### src/rtl/motor_cmd_sequencer.sv
// H-bridge motor command sequencer: turns received UART command bytes into ramped
// PWM duty and direction legs, with dead-time between directions and a command watchdog.
module motor_cmd_sequencer #(
    parameter int unsigned PWM_PRESC    = 1,
    parameter int unsigned RAMP_DIV     = 25000,
    parameter int unsigned RAMP_STEP    = 8,
    parameter int unsigned DEADTIME_CYC = 2500,
    parameter int unsigned WDOG_CYC     = 12500000,
    parameter int unsigned FWD_DUTY     = 130,
    parameter int unsigned REV_DUTY     = 255
) (
    input  logic       clk,
    input  logic       reset,
    input  logic       rx_valid,
    input  logic [7:0] rx_data,
    output logic       in1,
    output logic       in2,
    output logic       pwm,
    output logic [7:0] duty,
    output logic [1:0] state,
    output logic       timeout
);
    // state     | meaning
    // IDLE      | legs low, duty 0, waiting for a direction command
    // RUN       | one leg driven, duty ramping toward target
    // RAMP_DOWN | leg still driven, duty ramping to 0 before direction change or stop
    // DEAD      | both legs low for the dead-time, then drive new direction or idle
    typedef enum logic [1:0] {
        S_IDLE      = 2'b00,
        S_RUN       = 2'b01,
        S_RAMP_DOWN = 2'b10,
        S_DEAD      = 2'b11
    } state_t;

    typedef enum logic [1:0] {D_NONE, D_FWD, D_REV} dir_t;

    localparam int PW = (PWM_PRESC > 1) ? $clog2(PWM_PRESC) : 1;
    localparam int RW = (RAMP_DIV > 1) ? $clog2(RAMP_DIV) : 1;
    localparam int DW = (DEADTIME_CYC > 1) ? $clog2(DEADTIME_CYC) : 1;
    localparam int WW = (WDOG_CYC > 1) ? $clog2(WDOG_CYC) : 1;

    localparam logic [PW-1:0] PRESC_LAST = PW'(PWM_PRESC - 1);
    localparam logic [RW-1:0] RAMP_LAST  = RW'(RAMP_DIV - 1);
    localparam logic [DW-1:0] DEAD_LAST  = DW'(DEADTIME_CYC - 1);
    localparam logic [WW-1:0] WDOG_LAST  = WW'(WDOG_CYC - 1);
    localparam logic [7:0]    STEP       = 8'(RAMP_STEP);

    state_t        st;
    dir_t          dir;
    dir_t          pend;
    logic [7:0]    target;
    logic [7:0]    duty_shadow;
    logic [7:0]    pwm_cnt;
    logic [PW-1:0] pdiv;
    logic [RW-1:0] rdiv;
    logic [DW-1:0] dcnt;
    logic [WW-1:0] wdog;
    logic [7:0]    ramp_run;
    logic [7:0]    ramp_dn;
    logic [7:0]    dig_duty;
    logic          tick;
    logic          padv;
    logic          cmd_a;
    logic          cmd_b;
    logic          cmd_s;
    logic          cmd_dig;
    logic          cmd_ok;
    logic          wdog_fire;

    assign state    = st;
    assign tick     = (rdiv == RAMP_LAST);
    assign padv     = (pdiv == PRESC_LAST);
    assign cmd_a    = rx_valid && (rx_data == 8'h41);
    assign cmd_b    = rx_valid && (rx_data == 8'h42);
    assign cmd_s    = rx_valid && (rx_data == 8'h53);
    assign cmd_dig  = rx_valid && (rx_data >= 8'h30) && (rx_data <= 8'h39);
    assign cmd_ok   = cmd_a || cmd_b || cmd_s || cmd_dig;
    assign dig_duty = {4'd0, rx_data[3:0]} * 8'd28;
    assign wdog_fire = (st != S_IDLE) && !cmd_ok && (wdog == WDOG_LAST);
    assign pwm      = ((st == S_RUN) || (st == S_RAMP_DOWN)) && (pwm_cnt < duty_shadow);

    // Step toward a target without overshooting it or wrapping past 0/255.
    always_comb begin
        ramp_run = duty;
        if (duty < target)
            ramp_run = ((target - duty) > STEP) ? duty + STEP : target;
        else if (duty > target)
            ramp_run = ((duty - target) > STEP) ? duty - STEP : target;
        ramp_dn = (duty > STEP) ? duty - STEP : 8'd0;
    end

    always_ff @(posedge clk or posedge reset) begin
        if (reset)
            rdiv <= '0;
        else if (tick)
            rdiv <= '0;
        else
            rdiv <= rdiv + 1'b1;
    end

    // Shadow duty only at the PWM period boundary so a period never sees two duties.
    always_ff @(posedge clk or posedge reset) begin
        if (reset) begin
            pdiv        <= '0;
            pwm_cnt     <= '0;
            duty_shadow <= '0;
        end else begin
            pdiv <= padv ? '0 : pdiv + 1'b1;
            if (padv) begin
                pwm_cnt <= pwm_cnt + 1'b1;
                if (pwm_cnt == 8'hFF)
                    duty_shadow <= duty;
            end
        end
    end

    always_ff @(posedge clk or posedge reset) begin
        if (reset) begin
            st      <= S_IDLE;
            dir     <= D_NONE;
            pend    <= D_NONE;
            target  <= '0;
            duty    <= '0;
            in1     <= 1'b0;
            in2     <= 1'b0;
            dcnt    <= '0;
            wdog    <= '0;
            timeout <= 1'b0;
        end else begin
            if (cmd_a) begin
                pend   <= D_FWD;
                target <= 8'(FWD_DUTY);
            end else if (cmd_b) begin
                pend   <= D_REV;
                target <= 8'(REV_DUTY);
            end else if (cmd_s) begin
                pend <= D_NONE;
            end else if (cmd_dig) begin
                target <= dig_duty;
            end else if (wdog_fire) begin
                pend <= D_NONE;
            end

            if (cmd_ok) begin
                wdog    <= '0;
                timeout <= 1'b0;
            end else if (st == S_IDLE) begin
                wdog <= '0;
            end else if (wdog_fire) begin
                wdog    <= '0;
                timeout <= 1'b1;
            end else begin
                wdog <= wdog + 1'b1;
            end

            // Transitions act on the pend value held before this cycle's byte.
            case (st)
                S_IDLE: begin
                    if (pend != D_NONE) begin
                        st   <= S_DEAD;
                        dcnt <= '0;
                    end
                end
                S_DEAD: begin
                    if (dcnt == DEAD_LAST) begin
                        dcnt <= '0;
                        if (pend == D_NONE) begin
                            st  <= S_IDLE;
                            dir <= D_NONE;
                        end else begin
                            st  <= S_RUN;
                            dir <= pend;
                            in1 <= (pend == D_FWD);
                            in2 <= (pend == D_REV);
                        end
                    end else begin
                        dcnt <= dcnt + 1'b1;
                    end
                end
                S_RUN: begin
                    if (pend != dir)
                        st <= S_RAMP_DOWN;
                    else if (tick)
                        duty <= ramp_run;
                end
                S_RAMP_DOWN: begin
                    if (pend == dir) begin
                        st <= S_RUN;
                    end else if ((duty == 8'd0) || (tick && (ramp_dn == 8'd0))) begin
                        st   <= S_DEAD;
                        duty <= '0;
                        in1  <= 1'b0;
                        in2  <= 1'b0;
                        dcnt <= '0;
                    end else if (tick) begin
                        duty <= ramp_dn;
                    end
                end
                default: st <= S_IDLE;
            endcase
        end
    end
endmodule
### config.mk
export PLATFORM = sky130hd
export DESIGN_NAME = motor_cmd_sequencer
export DESIGN_NICKNAME = d
export VERILOG_FILES = /design/src/rtl/motor_cmd_sequencer.sv
export SDC_FILE = /design/constraint.sdc
export NUM_CORES = 1
export LEC_CHECK = 0
export CAP_MARGIN = 20
export CORE_MARGIN = 5
export CORE_UTILIZATION = 35
export CTS_CLUSTER_DIAMETER = 100
export DETAILED_ROUTE_END_ITERATION = 7
export RECOVER_POWER = 100
export SETUP_SLACK_MARGIN = 0.2
export SYNTH_ARGS = -nofsm -noshare
export SYNTH_HDL_FRONTEND = slang
export SYNTH_SLANG_ARGS = --single-unit
### constraint.sdc
create_clock -name clk -period 7.9 [get_ports clk]
set_clock_uncertainty 0.05 [all_clocks]
set_input_delay 1.58 -clock clk [delete_from_list [all_inputs] [get_ports clk]]
set_output_delay 1.58 -clock clk [all_outputs]
set_load 0.05 [all_outputs]
==> reports/qor.txt <==
Status -> finished, final reports clean
Slowest stage cell, crit path -> dlygate4sd3_1
Final min period -> 4680 ps
Comb pwr share -> 45.9%
Post-synthesis async set-or-reset flop share -> 100%
Critical path startpoint category -> register
CTS Buffer Depth -> 2
#FFs+latches synth -> 92
Overall routed net length -> 12500 um
DRT iter0 DRCs -> 290
Diodes inserted -> 0
Setup slack after layout -> 3220 ps
Starting Density -> 35.3%
Least-Margin Pin Slew -> 1370 ps
Vias -> 4580
Vias per cell -> 5.19
FMAX -> 214 MHz
Critical path's most frequent cell -> a21o_1
Die height -> 139 um
Clock slew at reported path FFs -> 60 ps
Post-route ant nets -> 0
WL per Instance -> 14.2 um
Setup TNS -> 0 ps
Setup CP Type -> register to primary output
Post-detail-place hpwl -> 9230 um
Main synth FF type -> dfrtp_1
Total Nets Final -> 718
Final Max Tran Viols -> 0
Placed Cells incl. Taps -> 867
Gr usage total -> 13.5%
Delay-heaviest family, CP -> compound AO/OA/AOI/OAI gates
Seq/Total Area, Yosys -> 39.8%
Cts repair resizes -> 0
Syn nets -> 699
Design area -> 6540 um^2
Die area -> 19200 um^2
Die Wd -> 139 um
Slew margin rel. -> 8.07%
Clock Power Share -> 23.9%
Power per cell area -> 311 nW/um^2
Later-pin clock latency in the skew report -> 340 ps
Pre-antenna DRT Iters -> 5
Initial antenna violation count -> 0
CP max stage delay -> 890 ps
Critical Path End Type -> primary output
Pin count of the biggest net entering global routing -> 69
# rows -> 47
First-pass GRT wire length -> 21800 um
Gpl congestion -> 0.883
Synth cell types -> 58
Part of the cycle the worst path needs -> 59.3%
Sequential share of power -> 30.2%
CTS tree -> built
Vias in the first global route -> 4617
Syn Std Cell Area -> 5790 um^2
Clk Tree Root Cell -> clkbuf_16
Layout cell share with drive strength beyond 1 -> 3.02%
HP Class -> register to register
CP arrival -> 3050 ps
Pint -> 1.17 mW
CTS buffer count -> 9
Critical Path Fanout Max -> 4
CP Cell Sequence -> ha_1, a21o_1, a21o_1, a21o_1, a21o_1, a21o_1, a21o_1, a21oi_1, dlygate4sd3_1
H-tree Lvls -> 3
Non-Filler Instances -> 882
# hold bufs at CTS -> 0
Max-cap viol count -> 0
Core Util, Final -> 39.8%
Sw frac -> 42.2%
Post-DP Area -> 6250 um^2
Leakage power -> 2.94 nW
Total clock sinks -> 92
# IOs -> 25
Post-CTS Setup Bufs -> 0
RSZ-0062 raised after global routing -> false
# setup viols final -> 0
Syn. warnings -> 0
Number of remaining DRC errors -> 0
Overflow after GRT -> 0
Pre-CTS setup slack -> 3520 ps
Buffers and inverters on the worst path -> 1
Total power -> 2.03 mW
Required time of the critical path -> 6270 ps
Core area -> 16400 um^2
EDFF count, synth -> 0
Hold Violations, Final -> 0
Peak VDD IR -> 0.169 mV
Hold WS -> 441 ps
Sw power -> 858 uW
Mapped Cells -> 639
Buffers on Ports -> 24
Mean Syn Cell Area -> 9.06 um^2
Layout area overhead -> 12.9%
[cells in the final DEF (no fill, tap or decap), types with 5 or more instances in the layout]
cell	instances
nand2_1	60
clkdlybuf4s50_1	8
dfrtp_1	92
and2_1	5
inv_1	43
nand3_1	37
dlygate4sd3_1	16
clkbuf_16	9
mux2i_1	8
a21o_1	9
and3_1	11
ha_1	44
nor4_1	6
nand2b_1	13
a21oi_1	24
xor2_1	29
nor3_1	14
o21ai_0	43
a31oi_1	5
nand4_1	11
fa_1	5
nor2_1	73
or4_1	5
xnor2_1	26
[routing by layer]
metal  vias up  global-route usage (%)  wire length, um
met5         -                       0                0
li1       2245                       -                -
met2        96                    23.4             6280
met1      2225                    16.9             5600
met3        14                    3.00              463
met4         0                    3.95              174
[registers in the layout (all words and copies together), names as in the netlist]
register     cells
in1              1
dcnt            12
wdog            24
dir              2
timeout          1
pwm_cnt          8
target           8
rdiv            15
duty_shadow      8
state            2
duty             8
pend             2
in2              1
[power by group through the flow]
| stage | sequential, mW | clock (mW) | combinational [mW] |
|---|---|---|---|
| 2_1_floorplan | 0.660 | 0 | 0.663 |
| 3_3_place_gp | 0.620 | 0 | 0.923 |
| 3_5_place_dp | 0.624 | 0 | 0.938 |
| 4_1_cts | 0.615 | 0.501 | 0.945 |
| 5_1_grt | 0.622 | 0.521 | 1.04 |
| 6_report | 0.613 | 0.486 | 0.933 |
[worst paths after layout]
kind                       cells after the start  slack, ps          to       start
setup / recovery                               9       3220         pwm  pwm_cnt[1]
hold / removal                                 1        440  pwm_cnt[0]  pwm_cnt[0]
setup reg to reg                               8       3790    dcnt[11]     rdiv[4]
hold reg to reg                                1        440  pwm_cnt[0]  pwm_cnt[0]
max in group asynchronous                      3       4570  pwm_cnt[1]       reset
min in group asynchronous                      2       1850    wdog[13]       reset
[cells in the mapped netlist (5+ instances only)]
library cell / instances / share of area, %
clkbuf_1: 15 / 0.97
fa_1: 5 / 1.7
nor3_1: 14 / 1.2
inv_1: 44 / 2.9
nor2_1: 73 / 4.7
nand3_1: 37 / 3.2
ha_1: 44 / 9.5
xor2_1: 29 / 4.4
nand2_1: 59 / 3.8
nand4_1: 11 / 1.2
and2_1: 7 / 0.76
a21oi_1: 24 / 2.1
dfrtp_1: 92 / 40
o21ai_0: 41 / 3.5
nand2b_1: 13 / 1.4
and3_1: 11 / 1.2
mux2i_1: 8 / 1.4
xnor2_1: 26 / 3.9
a21o_1: 9 / 1.2
nor4_1: 5 / 0.54
a31oi_1: 5 / 0.54
[worst register-to-register path: cells and delay by family, from the launching register on]
kind	cells	cell delay, ps
flip-flops	1	410
AND/OR/NAND/NOR	6	2990
AO/OA/AOI/OAI	2	590
[cell families after synthesis]
family,count (synthesis),synth area share (%)
buffers and inverters,61,4.00
DFF,92,39.8
muxes,11,1.97
xor gates and xnor gates,55,8.32
AOI/OAI and AO/OA,116,12.9
adders and majority gates,50,11.4
and+or+nand+nor,254,21.6
[final cells by class]
class                   instances  area [um^2]
clock buffers                  11          233
clock inverters                 4         98.8
inverters                      44          166
multi-input cells             486         3210
fillers                      1613         9870
repair buffers                 25          248
flip-flops and latches         92         2300
well taps                     220          275
No activity file was read; power rests on OpenSTA's default activity.
